`config.mk`:
```
export PLATFORM = sky130hd
export DESIGN_NAME = neuron_state_mem
export DESIGN_NICKNAME = d
export VERILOG_FILES = /design/src/rtl/snn_mem_pkg.sv /design/src/rtl/neuron_mem_init_seq.sv /design/src/rtl/neuron_state_mem.sv
export SDC_FILE = /design/constraint.sdc
export NUM_CORES = 1
export LEC_CHECK = 0
export CORE_UTILIZATION = 63
export DETAILED_ROUTE_END_ITERATION = 10
export PLACE_DENSITY = 0.82
export RECOVER_POWER = 50
export SYNTH_ARGS = -nofsm -noshare
export SYNTH_HDL_FRONTEND = slang
export SYNTH_SLANG_ARGS = --single-unit
```
`constraint.sdc`:
```
create_clock -name clock -period 8.5 [get_ports clock]
set_clock_uncertainty 0.1 [all_clocks]
set_input_delay 1.275 -clock clock [delete_from_list [all_inputs] [get_ports clock]]
set_output_delay 1.275 -clock clock [all_outputs]
set_load 0.01 [all_outputs]
```
`src/rtl/snn_mem_pkg.sv`:
```
// ---------------------------------------------------------------------------
// snn_mem_pkg
// Shared types and helpers for the neuron state memory.
//   wr_op_t     : write operation select (overwrite or saturating add)
//   mem_state_t : clear sequencer states
//   sat_add()   : unsigned saturating add, clamped to 2^data_w - 1
// ---------------------------------------------------------------------------
package snn_mem_pkg;

    typedef enum logic {
        WR_OVERWRITE = 1'b0,
        WR_SAT_ADD   = 1'b1
    } wr_op_t;

    typedef enum logic {
        ST_IDLE  = 1'b0,
        ST_CLEAR = 1'b1
    } mem_state_t;

    // Widest word sat_add supports; callers zero-extend into this width.
    localparam int unsigned SAT_MAX_W = 32;

    // The sum is taken one bit wider than the operands so the carry is never
    // lost, then clamped to the all-ones value of a data_w-bit word.
    function automatic logic [SAT_MAX_W-1:0] sat_add(
        input logic [SAT_MAX_W-1:0] a,
        input logic [SAT_MAX_W-1:0] b,
        input int unsigned          data_w
    );
        logic [SAT_MAX_W:0] sum;
        logic [SAT_MAX_W:0] limit;
        sum   = {1'b0, a} + {1'b0, b};
        limit = ((SAT_MAX_W + 1)'(1) << data_w) - (SAT_MAX_W + 1)'(1);
        if (sum > limit) begin
            sat_add = limit[SAT_MAX_W-1:0];
        end else begin
            sat_add = sum[SAT_MAX_W-1:0];
        end
    endfunction

endpackage

```
`src/rtl/neuron_mem_init_seq.sv`:
```
// ---------------------------------------------------------------------------
// neuron_mem_init_seq
// Clear sequencer for the neuron state memory. After reset, or on clear_req
// while idle, it sweeps every entry once (one entry per cycle) and then
// returns to idle.
// Ports:
//   clock      in   rising-edge clock
//   reset_n    in   asynchronous active-low reset (starts a sweep on release)
//   clear_req  in   start a sweep; ignored while a sweep runs
//   busy       out  high while the sweep runs
//   clr_we     out  sweep write strobe for the memory array
//   clr_addr   out  entry being initialised this cycle
// ---------------------------------------------------------------------------
module neuron_mem_init_seq
    import snn_mem_pkg::*;
#(
    parameter int ENTRIES = 16,
    parameter int ADDR_W  = $clog2(ENTRIES)
) (
    input  logic              clock,
    input  logic              reset_n,
    input  logic              clear_req,
    output logic              busy,
    output logic              clr_we,
    output logic [ADDR_W-1:0] clr_addr
);

    localparam logic [ADDR_W-1:0] LAST_ADDR = ADDR_W'(ENTRIES - 1);

    mem_state_t        state;
    logic [ADDR_W-1:0] cnt;

    // Sweep FSM. Reset lands in CLEAR so the array is initialised straight
    // after power-up; busy is registered alongside the state so it drops in
    // the same cycle the FSM returns to idle.
    always_ff @(posedge clock or negedge reset_n) begin
        if (!reset_n) begin
            state <= ST_CLEAR;
            cnt   <= '0;
            busy  <= 1'b1;
        end else begin
            case (state)
                ST_IDLE: begin
                    if (clear_req) begin
                        state <= ST_CLEAR;
                        cnt   <= '0;
                        busy  <= 1'b1;
                    end
                end
                ST_CLEAR: begin
                    if (cnt == LAST_ADDR) begin
                        state <= ST_IDLE;
                        cnt   <= '0;
                        busy  <= 1'b0;
                    end else begin
                        cnt <= cnt + ADDR_W'(1);
                    end
                end
                default: begin
                    state <= ST_IDLE;
                    cnt   <= '0;
                    busy  <= 1'b0;
                end
            endcase
        end
    end

    assign clr_we   = (state == ST_CLEAR);
    assign clr_addr = cnt;

endmodule

```
`src/rtl/neuron_state_mem.sv`:
```
// ---------------------------------------------------------------------------
// neuron_state_mem
// ENTRIES x DATA_W register-array RAM holding per-neuron state. Supports
// overwrite and saturating-add writes, a registered read with valid flag,
// write-first bypass on same-address read/write, and a clear sweep that
// initialises every entry to INIT_VALUE after reset or on request.
// Optional feature macro: SNN_MEM_PARITY_EN (per-entry even parity and the
// parity_err output).
// Ports:
//   clock       in   rising-edge clock
//   reset_n     in   asynchronous active-low reset
//   clear_req   in   start a clear sweep (pulse)
//   busy        out  high while a clear sweep runs
//   w_en        in   write strobe
//   w_op        in   WR_OVERWRITE or WR_SAT_ADD
//   waddr       in   write address
//   data_in     in   write data / addend
//   rd_en       in   read request
//   raddr       in   read address
//   data_out    out  registered read data
//   rd_valid    out  data_out valid this cycle
//   parity_err  out  stored parity mismatch on the read (parity build only)
// ---------------------------------------------------------------------------
module neuron_state_mem
    import snn_mem_pkg::*;
#(
    parameter int                ENTRIES    = 16,
    parameter int                DATA_W     = 8,
    parameter logic [DATA_W-1:0] INIT_VALUE = '0,
    localparam int               ADDR_W     = $clog2(ENTRIES)
) (
    input  logic              clock,
    input  logic              reset_n,
    input  logic              clear_req,
    output logic              busy,
    input  logic              w_en,
    input  wr_op_t            w_op,
    input  logic [ADDR_W-1:0] waddr,
    input  logic [DATA_W-1:0] data_in,
    input  logic              rd_en,
    input  logic [ADDR_W-1:0] raddr,
    output logic [DATA_W-1:0] data_out,
    output logic              rd_valid
`ifdef SNN_MEM_PARITY_EN
    ,
    output logic              parity_err
`endif
);

`ifdef SNN_MEM_PARITY_EN
    localparam int MEM_W = DATA_W + 1;
`else
    localparam int MEM_W = DATA_W;
`endif

    logic [MEM_W-1:0]  mem [ENTRIES];

    logic              clr_we;
    logic [ADDR_W-1:0] clr_addr;

    logic              waddr_ok;
    logic              raddr_ok;
    logic              user_we;
    logic              bypass;
    logic [DATA_W-1:0] old_word;
    logic [DATA_W-1:0] wr_data;
    logic [MEM_W-1:0]  rd_word;

    logic              mem_we;
    logic [ADDR_W-1:0] mem_waddr;
    logic [DATA_W-1:0] mem_wdata;
    logic [MEM_W-1:0]  mem_wword;

    neuron_mem_init_seq #(
        .ENTRIES (ENTRIES),
        .ADDR_W  (ADDR_W)
    ) u_init_seq (
        .clock     (clock),
        .reset_n   (reset_n),
        .clear_req (clear_req),
        .busy      (busy),
        .clr_we    (clr_we),
        .clr_addr  (clr_addr)
    );

    // Address decode and user write data. The address field can encode more
    // values than there are entries when ENTRIES is not a power of two, so
    // every array access is guarded by a range check.
    always_comb begin
        waddr_ok = (32'(waddr) < ENTRIES);
        raddr_ok = (32'(raddr) < ENTRIES);
        user_we  = !busy && w_en && waddr_ok;
        bypass   = user_we && (waddr == raddr);

        old_word = '0;
        if (waddr_ok) begin
            old_word = mem[waddr][DATA_W-1:0];
        end

        rd_word = '0;
        if (raddr_ok) begin
            rd_word = mem[raddr];
        end

        if (w_op == WR_SAT_ADD) begin
            wr_data = DATA_W'(sat_add(SAT_MAX_W'(old_word), SAT_MAX_W'(data_in), DATA_W));
        end else begin
            wr_data = data_in;
        end
    end

    // Write port mux: the sweep owns the array while busy, so user writes
    // are only accepted when the sequencer is idle.
    always_comb begin
        mem_we    = 1'b0;
        mem_waddr = '0;
        mem_wdata = '0;
        if (clr_we) begin
            mem_we    = 1'b1;
            mem_waddr = clr_addr;
            mem_wdata = INIT_VALUE;
        end else if (user_we) begin
            mem_we    = 1'b1;
            mem_waddr = waddr;
            mem_wdata = wr_data;
        end
`ifdef SNN_MEM_PARITY_EN
        mem_wword = {^mem_wdata, mem_wdata};
`else
        mem_wword = mem_wdata;
`endif
    end

    // Storage array. Deliberately not reset: the clear sweep initialises it.
    always_ff @(posedge clock) begin
        if (mem_we) begin
            mem[mem_waddr] <= mem_wword;
        end
    end

    // Registered read. A same-cycle write to the read address is forwarded
    // so the reader sees the post-write value, including an add result.
    always_ff @(posedge clock or negedge reset_n) begin
        if (!reset_n) begin
            data_out   <= '0;
            rd_valid   <= 1'b0;
`ifdef SNN_MEM_PARITY_EN
            parity_err <= 1'b0;
`endif
        end else begin
            rd_valid   <= 1'b0;
`ifdef SNN_MEM_PARITY_EN
            parity_err <= 1'b0;
`endif
            if (!busy && rd_en) begin
                rd_valid <= 1'b1;
                if (!raddr_ok) begin
                    data_out <= '0;
                end else if (bypass) begin
                    data_out <= wr_data;
                end else begin
                    data_out <= rd_word[DATA_W-1:0];
`ifdef SNN_MEM_PARITY_EN
                    parity_err <= ^rd_word;
`endif
                end
            end
        end
    end

endmodule

```
After elaboration in Yosys (flattened, before gate mapping)
Memory sizes are Yosys's and may differ from the RTL's.
Cells that the tools add are included.
- add/subtract/negate cells: 2
- $lt $le $gt $ge: 1
- equality and inequality tests: 4
- multiplexer cells: 21
- bitwise operators: 1
- reductions and logical operators: 5
- operator list (kind ; count):
    $mux W8 ; 5
    $mux W4 ; 4
    $add A8 B8 Y9 ; 1
    $gt A9 B8 Y1 const B ; 1
    $mux W1 ; 9
    $pmux W4 S2 ; 1
    $add A4 B1 Y4 const B ; 1
    $eq A4 B4 Y1 ; 1
    $eq A4 B4 Y1 const B ; 1
    $ne A2 B2 Y1 const B ; 2
    $pmux W1 S2 ; 2
    $logic_and A1 B1 Y1 ; 3
    $reduce_and A2 Y1 ; 1
    $logic_not A1 Y1 ; 1
    $not A1 Y1 ; 1
- register bits: 15
- bits in writable memories: 128
- input bits: 22
- output and inout port bits: 10
- memories kept: 1
- memory list (name ; depth ; width ; read ports ; clocked after Yosys merged registers in ; wr ports ; line ; RTL):
    mem ; 16 ; 8 ; 2 ; 0 ; 1 ; neuron_state_mem.sv:56 ; logic [MEM_W-1:0] mem [ENTRIES];

Depth between registers and ports, before layout
An unclocked memory read counts as a cell.
- depth in word-level cells: 7
- depth in mapped cells: 11
- depth with buffers taken out: 9

By module
A second synthesis with hierarchy kept.
- cell total of the unflattened synthesis: 473
- area total of the unflattened synthesis: 7405.9 um2
- by module, submodules not included (module ; times used ; cells an instance ; area each (um2) ; sequential area each (um2)):
    neuron_state_mem ; 1 ; 445 ; 7096.8 ; 4068.9
    neuron_mem_init_seq ; 1 ; 28 ; 309.0 ; 152.6

Least setup slack after synthesis
OpenSTA, ideal clock, no wires.
- kind: input -> register
- start: input waddr[0]
- end: memory mem[0][7] (netlist bit), data pin
- setup time: 298 ps
- arrival: 4615 ps
- required time: 8102 ps
- path slack: 3486 ps
- stages on the path: 11
- path buffers: 2
- path through: buf_2 buf_2 mux4_2 mux4_2 ha_1 fa_1 a211oi_1 o211ai_1 o21ba_2 o32a_1 nor2b_1
- longest elaborated chain between the ends: 7
- RTL lines (element ; line ; RTL):
    from (decl) ; neuron_state_mem.sv:38 ; input logic [ADDR_W-1:0] waddr,
    $mem_v2 Z16 W8 (*) ; -- ;
    $add A8 B8 Y9 (*) ; snn_mem_pkg.sv:32 ; sum = {1'b0, a} + {1'b0, b};
    $gt A9 B8 Y1 ; snn_mem_pkg.sv:34 ; if (sum > limit) begin
    $mux W8 (*) ; snn_mem_pkg.sv:34 ;
    $mux W8 (*) ; neuron_state_mem.sv:105 ; if (w_op == WR_SAT_ADD) begin
    $mux W8 (*) ; neuron_state_mem.sv:122 ; end else if (user_we) begin
    $mux W8 (*) ; neuron_state_mem.sv:118 ; if (clr_we) begin
    net mem_wdata[7] ; neuron_state_mem.sv:71 ; logic [DATA_W-1:0] mem_wdata;
    to (decl) ; neuron_state_mem.sv:56 ;
The timed path passes the listed nets; every way through them passes the cells marked *.

Worst setup path in the final report
- start: input waddr[1]
- end: memory mem[9][6] (netlist bit), data pin
Same word-level chain as after synthesis.

==> impl_metrics.ini <==
[pwr]
powerDensity_nw_per_um2 = 280.0
power_mw = 2.309
irDropWorstVdd_mv = 0.1807
leakage_nw = 2.821

[routing]
wl_mm = 18.69
routedWlPerCell_um = 29.34
drt_iter0_markers = 670
drc = 0
drt-pass1-iter-count = 6
ant_nets = 0
viasPerCell = 7.430
vias = 4733

[flow_run]
cap_violations = 0

[final_layout]
final_area_um2 = 8247
num_antenna_cells = 0
final_nets = 517
utilization_pct = 74.44
syn_to_final_growth_pct = 13.00
drive_above_1_share_pct = 19.92
fillCellCount = 683

[clock_tree]
cts-root-buf = clkbuf_16
cts_max_level = 4
cts_buffers = 17
ctsHoldBuffers = 0
post_cts_buffers = 0
clk_latency_ns = 0.43
cts.sinks = 143
cts_tree = yes
cts-resized-gates = 0
clk_pin_slew_worst_paths_ns = 0.06
clockBufferDepth = 2

[logic_synthesis]
yosys-top-cells-area = edfxtp_1 53%, mux4_2 19%, dfrtp_1 4.5%
ys_ff_latch = 143
yosysWarnings = 0
yosys.area.top_type = edfxtp_1
ys.flop_type = edfxtp_1
synth_top_area_share_pct = 52.67
netlist_instances = 450
synth.avg_cell_area_um2 = 16.22
syn-cell-area_um2 = 7298
synth_nets = 482
ys_seq_area_share_pct = 57.84
async_flop_share_pct = 10.49
synth_edf_count = 128
synth_cell_types = 55

[worst_setup_path]
startpoint_type = input pin
r2r-start = mem[7][0]
ff2ff_setup_slack_ns = 4.40
worst_setup_path_end_kind = flop
critical_path.top_delay_family = multiplexers
slowest_stage = nor2b_1
r2r_end = mem[9][6]
path_class = input pin to flop
cp_data_required_time_ns = 8.50
path_cells = clkdlybuf4s50_1 -> buf_4 -> mux4_2 -> mux4_2 -> ha_1 -> fa_1 -> a211oi_1 -> o21ai_0 -> mux2i_1 -> o22a_1 -> nor2b_1
path_max_fanout = 37
crit_path_start = waddr[1]
critPathBufInv = 2
crit_arrival_ns = 5.34
crit_cells = 11
critPathMaxStageDelay_ns = 0.74
cpMostUsedCell = mux4_2
r2r_cells = 9
endpoint = mem[9][6]

[hold_path]
hp-start = data_out[1]
hold_class = flop to flop

[grt]
grt_pass1_vias = 4611
grt_pass1_wl_mm = 28.00
grt_max_degree = 40
grtUsageTotal_pct = 34.66
antenna_found_initial = 0
gr-total-overflow = 0

[outcome]
status = finished clean

[placed_design]
gp_congestion = 0.9981
portBuffers = 31
dp_slack_ns = 2.758
hpwlAfterDp_mm = 11.78
placed_area_um2 = 7721

[die]
rows = 38
start_util_pct = 65.88
die-height_um = 109.6
dieArea_um2 = 12020
ios = 32
core_region_area_um2 = 11080
die_x_um = 109.6

[timing]
finalHoldViolCount = 0
grt_setup_unrepaired = false
setup_viol = 0
setup_tns_ns = 0
setup_ws_ns = 3.158
max_freq_ghz = 0.1872
slew_violations = 0
min_period_over_period_pct = 62.85
relSlewSlack_pct = 11.25
tightest_slew_ns = 1.326
layout_min_cycle_time_ns = 5.342
## flip-flops by register name, indices dropped and copies added (netlist names)
name                 count
data_out                 8
mem                    128
rd_valid                 1
u_init_seq.busy          1
u_init_seq.clr_addr      4
u_init_seq.clr_we        1
## cells by family (layout without fill, tap and decap cells)
group,count (synthesis),after routing,synth area share [%]
buffers and inverters,34,81,2.314
xor gates and xnor gates,7,7,0.8401
DFF,143,143,57.84
and+or+nand+nor,88,88,5.692
AOI/OAI and AO/OA,86,86,8.229
muxes,82,82,23.26
adders and majority gates,10,10,1.817
## worst register-to-register path, stage by stage (launching register included)
cell and delay [ns]:
edfxtp_1 0.42, mux4_2 0.51, mux4_2 0.47, ha_1 0.24, fa_1 0.47, a211oi_1 0.31
o21ai_0 0.17, mux2i_1 0.17, o22a_1 0.16, nor2b_1 0.74
## power by group
group	switching [mW]	internal [mW]	leakage, nW
logic	0.343	0.242	1.18
clock network	0.278	0.427	0.253
registers	0.0864	0.933	1.39
total	0.708	1.60	2.82
## how the worst min path moves through the flow
stage                  end  slack, ns  cells past startpoint
2_1_floorplan  data_out[1]       0.43                      2
6_report       data_out[1]       0.41                      2
3_5_place_dp   data_out[1]       0.40                      2
5_1_grt        data_out[1]       0.43                      2
4_1_cts        data_out[1]       0.41                      2
3_3_place_gp   data_out[1]       0.41                      2
## layout make-up
cell class / instances / area [um^2] / share of cell area, %
Timing Repair Buffer: 43 / 360.3 / 4.370
Tap cell: 140 / 175.2 / 2.124
Multi-Input combinational cell: 273 / 2908 / 35.26
Inverter: 7 / 26.28 / 0.3186
Clock inverter: 11 / 118.9 / 1.441
Clock buffer: 20 / 436.7 / 5.295
Sequential cell: 143 / 4222 / 51.19
## cell usage in the layout, fill, tap and decap left out, types with 5 or more instances in the layout
master           instances
a21o_1                   5
a31oi_1                  5
dlygate4sd3_1           16
o21ai_0                 19
clkinvlp_4               5
a21oi_1                 10
mux4_2                  61
clkdlybuf4s50_1         13
clkbuf_1                11
edfxtp_1               128
nor2b_1                  8
o211ai_1                 8
mux2i_1                 14
xnor2_1                  5
inv_1                    7
mux4_1                   7
nor2_1                  40
nand2_1                 14
clkbuf_16               17
nand2b_1                 5
dfrtp_1                 13
ha_1                     9
## layer usage
metal	vias up	part of all wire, %	track usage, %	wire [um]
li1	1945	-	-	-
met1	2361	38	46.66	7179
met2	364	46	51.53	8610
met3	63	11	10.73	2009
met4	0	4.8	17.71	891
met5	-	0	0	0
## cell usage after synthesis, types with 4 or more instances
cell      number
mux4_2        61
nor2b_1        8
nor2_1        40
a21oi_1       10
inv_1          7
clkbuf_1      15
mux2i_1       14
xnor2_1        5
nand2_1       14
a21o_1         5
a22oi_1        4
nand3_1        4
nor3b_1        4
o21ai_0       19
nor3_1         4
mux4_1         7
edfxtp_1     128
ha_1           9
buf_2          5
nand2b_1       5
a211oi_1       4
a31oi_1        5
dfrtp_1       13
o211ai_1       8
## stage by stage
stage,std cells,hold WS [ns]
2_1_floorplan,450,0.4349
3_3_place_gp,606,0.4132
3_5_place_dp,606,0.3971
4_1_cts,637,0.4092
5_1_grt,637,0.4303
6_report,637,0.4060
Power figures use the tool's default switching activity.
==> edit 1 (same settings) <==
Add a define of `SNN_MEM_PARITY_EN`.
--- a/src/rtl/neuron_state_mem.sv
+++ b/src/rtl/neuron_state_mem.sv
@@ -23,2 +23,4 @@
 // ---------------------------------------------------------------------------
+`define SNN_MEM_PARITY_EN
+
 module neuron_state_mem
Function (old outputs only; new: parity_err): kept (Yosys induction, for registers that start in step).
==> edit 1 against the original RTL <==
First-iteration DRC count decreased by 8.5%. Wire length increased by 6.4%. Worst setup slack got worse by 1.8 ns. Non-clock buffer count increased by 5. Synthesized cell count increased by 6.0%. Synthesized area increased by 11%. Via count increased by 6.5%. Sequential cell count increased by 17. Worst hold slack got worse by 0.027 ns. Count of clock-buffer cells in the layout unchanged. Final area increased by 11%. Sequential power increased by 12%. Largest cell class unchanged. Power increased by 13%.
==> edit 1: results (changes against the original RTL) <==
[run_status]
status = finished, final reports clean

[logic_synthesis]
seq_area_frac_synth_pct = 58.5  ; +0.68 points
syn_nets = 509  ; +5.6%
yosys_warnings = 0  ; unchanged
async_flop_share_pct = 10.0  ; -0.49 points
synth_area_leaders = edfxtp_1, mux4_2, mux4_1
synth-edff-count = 144  ; +13%
netlist-cell-type-count = 47  ; -15%
synthTopCellsByCount = edfxtp_1, mux4_2, nor2_1

[grt]
antenna_found_initial = 0  ; unchanged
grt_max_degree = 38  ; -5.0%
gr-usage-met1_pct = 43.9  ; -2.8 points
grt_pass1_vias = 4950  ; +7.4%
use_met3_pct = 9.17  ; -1.6 points
grt_pass1_wl_um = 30200  ; +7.7%
grt.total_usage_pct = 33.5  ; -1.2 points
met2_usage_pct = 52.1  ; +0.60 points

[finish]
largest_reg_flops = 144  ; +13%
n_antenna_cell = 0  ; unchanged
nets = 548  ; +6.0%
drive_gt1_share_pct = 19.9  ; about the same
top_register = mem

[power_and_ir_drop]
vdd_ir_drop_max_v = 0.000175  ; -3.2%
p_leak_nw = 3.14  ; +11%

[placement]
place.gp.congestion = 0.883  ; -12%
dp_hpwl_um = 12200  ; +4.0%
port-buffer-count = 32  ; +3.2%
place_ws_ns = 1.18  ; -1.57 ns

[worst_setup_path]
critPathMaxFanout = 22  ; -41%
slowest_delay_ns = 1.33  ; +0.59 ns
cp_top_family = buffers and inverters
crit_path_top_delay_cell = dlygate4sd3_1
arrival_ns = 7.11  ; +1.77 ns

[detailed_routing]
drt-wirelength-per-cell_um = 28.6  ; -2.5%
firstDrtPassIters = 7  ; +1
initialDrtViolationCount = 613  ; -8.5%
vias_per_cell = 7.25  ; -2.4%

[cts]
cts_resized = 0  ; unchanged
clockBufferDepth = 2  ; unchanged
cts_setup_buffers = 0  ; unchanged
path_clk_slew_ns = 0.06  ; about the same

[timing]
worst_slew_pin_slew_ns = 1.22  ; -0.111 ns

## edit 1: path summary, 6_finish.rpt
path | start | to | slack [ns] | depth (start not counted)
max | waddr[1] | mem[9][8]$_DFFE_PP_ | 1.39 | 13
min | data_out[3]$_DFFE_PN0P_ | data_out[3]$_DFFE_PN0P_ | 0.38 | 2
max reg2reg | mem[7][0]$_DFFE_PP_ | mem[9][8]$_DFFE_PP_ | 3.32 | 12
min reg2reg | data_out[3]$_DFFE_PN0P_ | data_out[3]$_DFFE_PN0P_ | 0.38 | 2
max in group asynchronous | reset_n | data_out[3]$_DFFE_PN0P_ | 6.62 | 1
min in group asynchronous | reset_n | u_init_seq.clr_addr[3]$_DFFE_PN0P_ | 1.24 | 1
## edit 1: logic make-up (layout without fill, tap and decap cells)
family	count (synthesis)	after routing	synth area share [%]
muxes	86	86	24.1
xor gates and xnor gates	22	22	2.56
DFF	160	160	58.5
adders and majority gates	10	10	1.64
AOI/OAI and AO/OA	70	70	5.47
and+or+nand+nor	96	96	5.62
buffers and inverters	33	83	2.08
## edit 1: worst reg2reg max path, delay by kind of cell, from the launching register on
kind	cells	cell delay [ns]
AO/OA/AOI/OAI	4	1.04
adder cells (fa/ha/maj)	2	0.73
AND/OR/NAND/NOR	2	1.01
XOR/XNOR	2	0.60
flip-flops	1	0.40
multiplexers	2	0.98
## edit 1: final cells by class
type,instances,area (um2)
clock inverters,10,164
repair buffers,48,385
clock buffers,20,437
multi-input cells,284,3180
fillers,680,3140
well taps,168,210
flip-flops and latches,160,4730
inverters,5,18.8
## edit 1: per-layer routing
metal	wire length, um	share of wire [%]
met5	0	0
met1	7200	36
met2	9660	49
met4	911	4.6
met3	2120	11
## edit 1: report_power, final
part           leakage, nW  internal (mW)  switching, mW
Sequential            1.54           1.05         0.0904
Clock                0.292          0.488          0.288
Combinational         1.31          0.298          0.399
Total                 3.14           1.83          0.778
## edit 1: stage by stage
stage	power (mW)	hold slack, ns	instance area, um2	std cells	utilization, %
2_1_floorplan	1.57	0.416	8080	477	-
3_3_place_gp	1.80	0.363	8570	665	69.9
3_5_place_dp	1.84	0.374	8570	665	69.9
4_1_cts	2.62	0.386	9170	695	74.8
5_1_grt	2.70	0.418	9120	695	74.4
6_report	2.61	0.379	9120	695	74.4
==> edit 2 (same flow settings) <==
Made on the original files. Register the input `w_op` before use, without a reset. The logic sees it one clock later. The other inputs are not delayed to match.
--- a/src/rtl/neuron_state_mem.sv
+++ b/src/rtl/neuron_state_mem.sv
@@ -48,2 +48,8 @@
 );
+
+    wr_op_t w_op_q;
+
+    always_ff @(posedge clock) begin
+        w_op_q <= w_op;
+    end
 
@@ -104,3 +110,3 @@
 
-        if (w_op == WR_SAT_ADD) begin
+        if (w_op_q == WR_SAT_ADD) begin
             wr_data = DATA_W'(sat_add(SAT_MAX_W'(old_word), SAT_MAX_W'(data_in), DATA_W));
Check against the original RTL: same outputs for any inputs over 10 cycles, from zero or initial values and one cycle with reset_n low; that may be too few to reach the edited logic, so the function may still have changed.
==> edit 2 against the original RTL <==
The run now ends with max-capacitance violations, max-slew violations left. Synthesized area rose by 0.27%. Sequential share of layout area rose by 0.54 points. Non-clock buffer count fell by 8. Worst setup slack got worse by 1.1 ns. Sequential cell count rose by 1. Wire length rose by 0.79%. Power fell by 1.4%. Cell count fell by 0.94%. Final area fell by 0.58%.
==> edit 2: results (changes against the original RTL) <==
[worst_setup_path]
r2r_end = mem[15][6]$_DFFE_PP_
critPathMaxFanout = 24  ; -35%
cp-startpoint = waddr[0]
reg2reg_slack_ns = 4.43  ; +0.03 ns
r2r-start = mem[11][0]$_DFFE_PP_

[run_status]
violations = max-capacitance violations, max-slew violations
status = finished, violations left

[logic_synthesis]
async_flop_share_pct = 10.4  ; -0.073 points
seq_area_frac_synth_pct = 58.0  ; +0.12 points
syn_nets = 483  ; +0.21%
synthTopCellsByCount = edfxtp_1, mux4_2, nor2_1

[placement]
place_inst = 599  ; -1.2%
place_ws_ns = 2.64  ; -0.117 ns
dp_hpwl_um = 11500  ; -2.4%
place.gp.congestion = 1.01  ; +1.5%
place_area_um2 = 7680  ; -0.52%

[finish]
multi_input_area_share_pct = 35.5  ; +0.20 points
nets = 510  ; -1.4%
seq_share_pct = 51.7  ; +0.54 points
seq_cells = 144  ; +0.70%
clock_area_share_pct = 6.36  ; -0.37 points
regArea_um2 = 4240  ; +0.47%

[grt]
grt_pass1_wl_um = 27800  ; -0.76%
grt_pass1_vias = 4548  ; -1.4%

[timing]
maxSlewViolCount = 25  ; +25
whs_ns = 0.425  ; +0.0190 ns
max-slew-margin-rel_pct = -26.8  ; -38 points

[hold_path]
hold_end = data_out[6]$_DFFE_PN0P_
hold_depth = 1  ; -1
min_from = data_out[6]$_DFFE_PN0P_

[power_and_ir_drop]
swShare_pct = 32.0  ; +1.3 points
vdd_ir_drop_max_v = 0.000237  ; +31%
p_leak_nw = 2.82  ; +0.12%

[detailed_routing]
routed_wl_um = 18800  ; +0.79%
initialDrtViolationCount = 648  ; -3.3%
vias_per_cell = 7.44  ; +0.16%

[flow_run]
maxCapViolCount = 1  ; +1

[edit 2: changes by cell type in the layout (fill, tap and decap cells not counted), sizes merged]
cell,unedited run,this run
buf,6,5
clkinv,4,10
inv,7,9
clkinvlp,5,1
clkbuf,28,20
dfxtp,0,1
bufinv,2,0
[edit 2: worst max path at each step]
stage / endpoint / cells past startpoint
2_1_floorplan: mem[0][7]$_DFFE_PP_ / 11
3_3_place_gp: mem[7][6]$_DFFE_PP_ / 11
3_5_place_dp: mem[10][5]$_DFFE_PP_ / 10
4_1_cts: mem[5][5]$_DFFE_PP_ / 10
5_1_grt: mem[4][6]$_DFFE_PP_ / 11
6_report: mem[7][5]$_DFFE_PP_ / 10
[edit 2: kinds of logic after synthesis]
| family | count (synthesis) | synth area share [%] |
|---|---|---|
| flops | 144 | 58.0 |
| simple gates | 88 | 5.68 |
| compound gates | 86 | 8.21 |
| mux | 82 | 23.2 |
| buf+inv | 34 | 2.31 |
| fa+ha+maj | 10 | 1.81 |
| xor+xnor | 7 | 0.838 |
[edit 2: power by group through the flow]
stage	Clock, mW	Combinational, mW	Sequential [mW]
after global routing	0.698	0.616	1.04
after CTS	0.669	0.578	1.03
after global placement	0	0.562	1.02
after floorplan	0	0.382	1.00
after detailed placement	0	0.574	1.03
final	0.668	0.580	1.03
[edit 2: routing by layer]
metal | part of all wire, % | wire [um] | GRT usage, %
met5 | 0 | 0 | 0
met3 | 13 | 2420 | 10.7
met2 | 45 | 8550 | 49.7
met4 | 5.3 | 1010 | 20.9
met1 | 36 | 6870 | 45.9
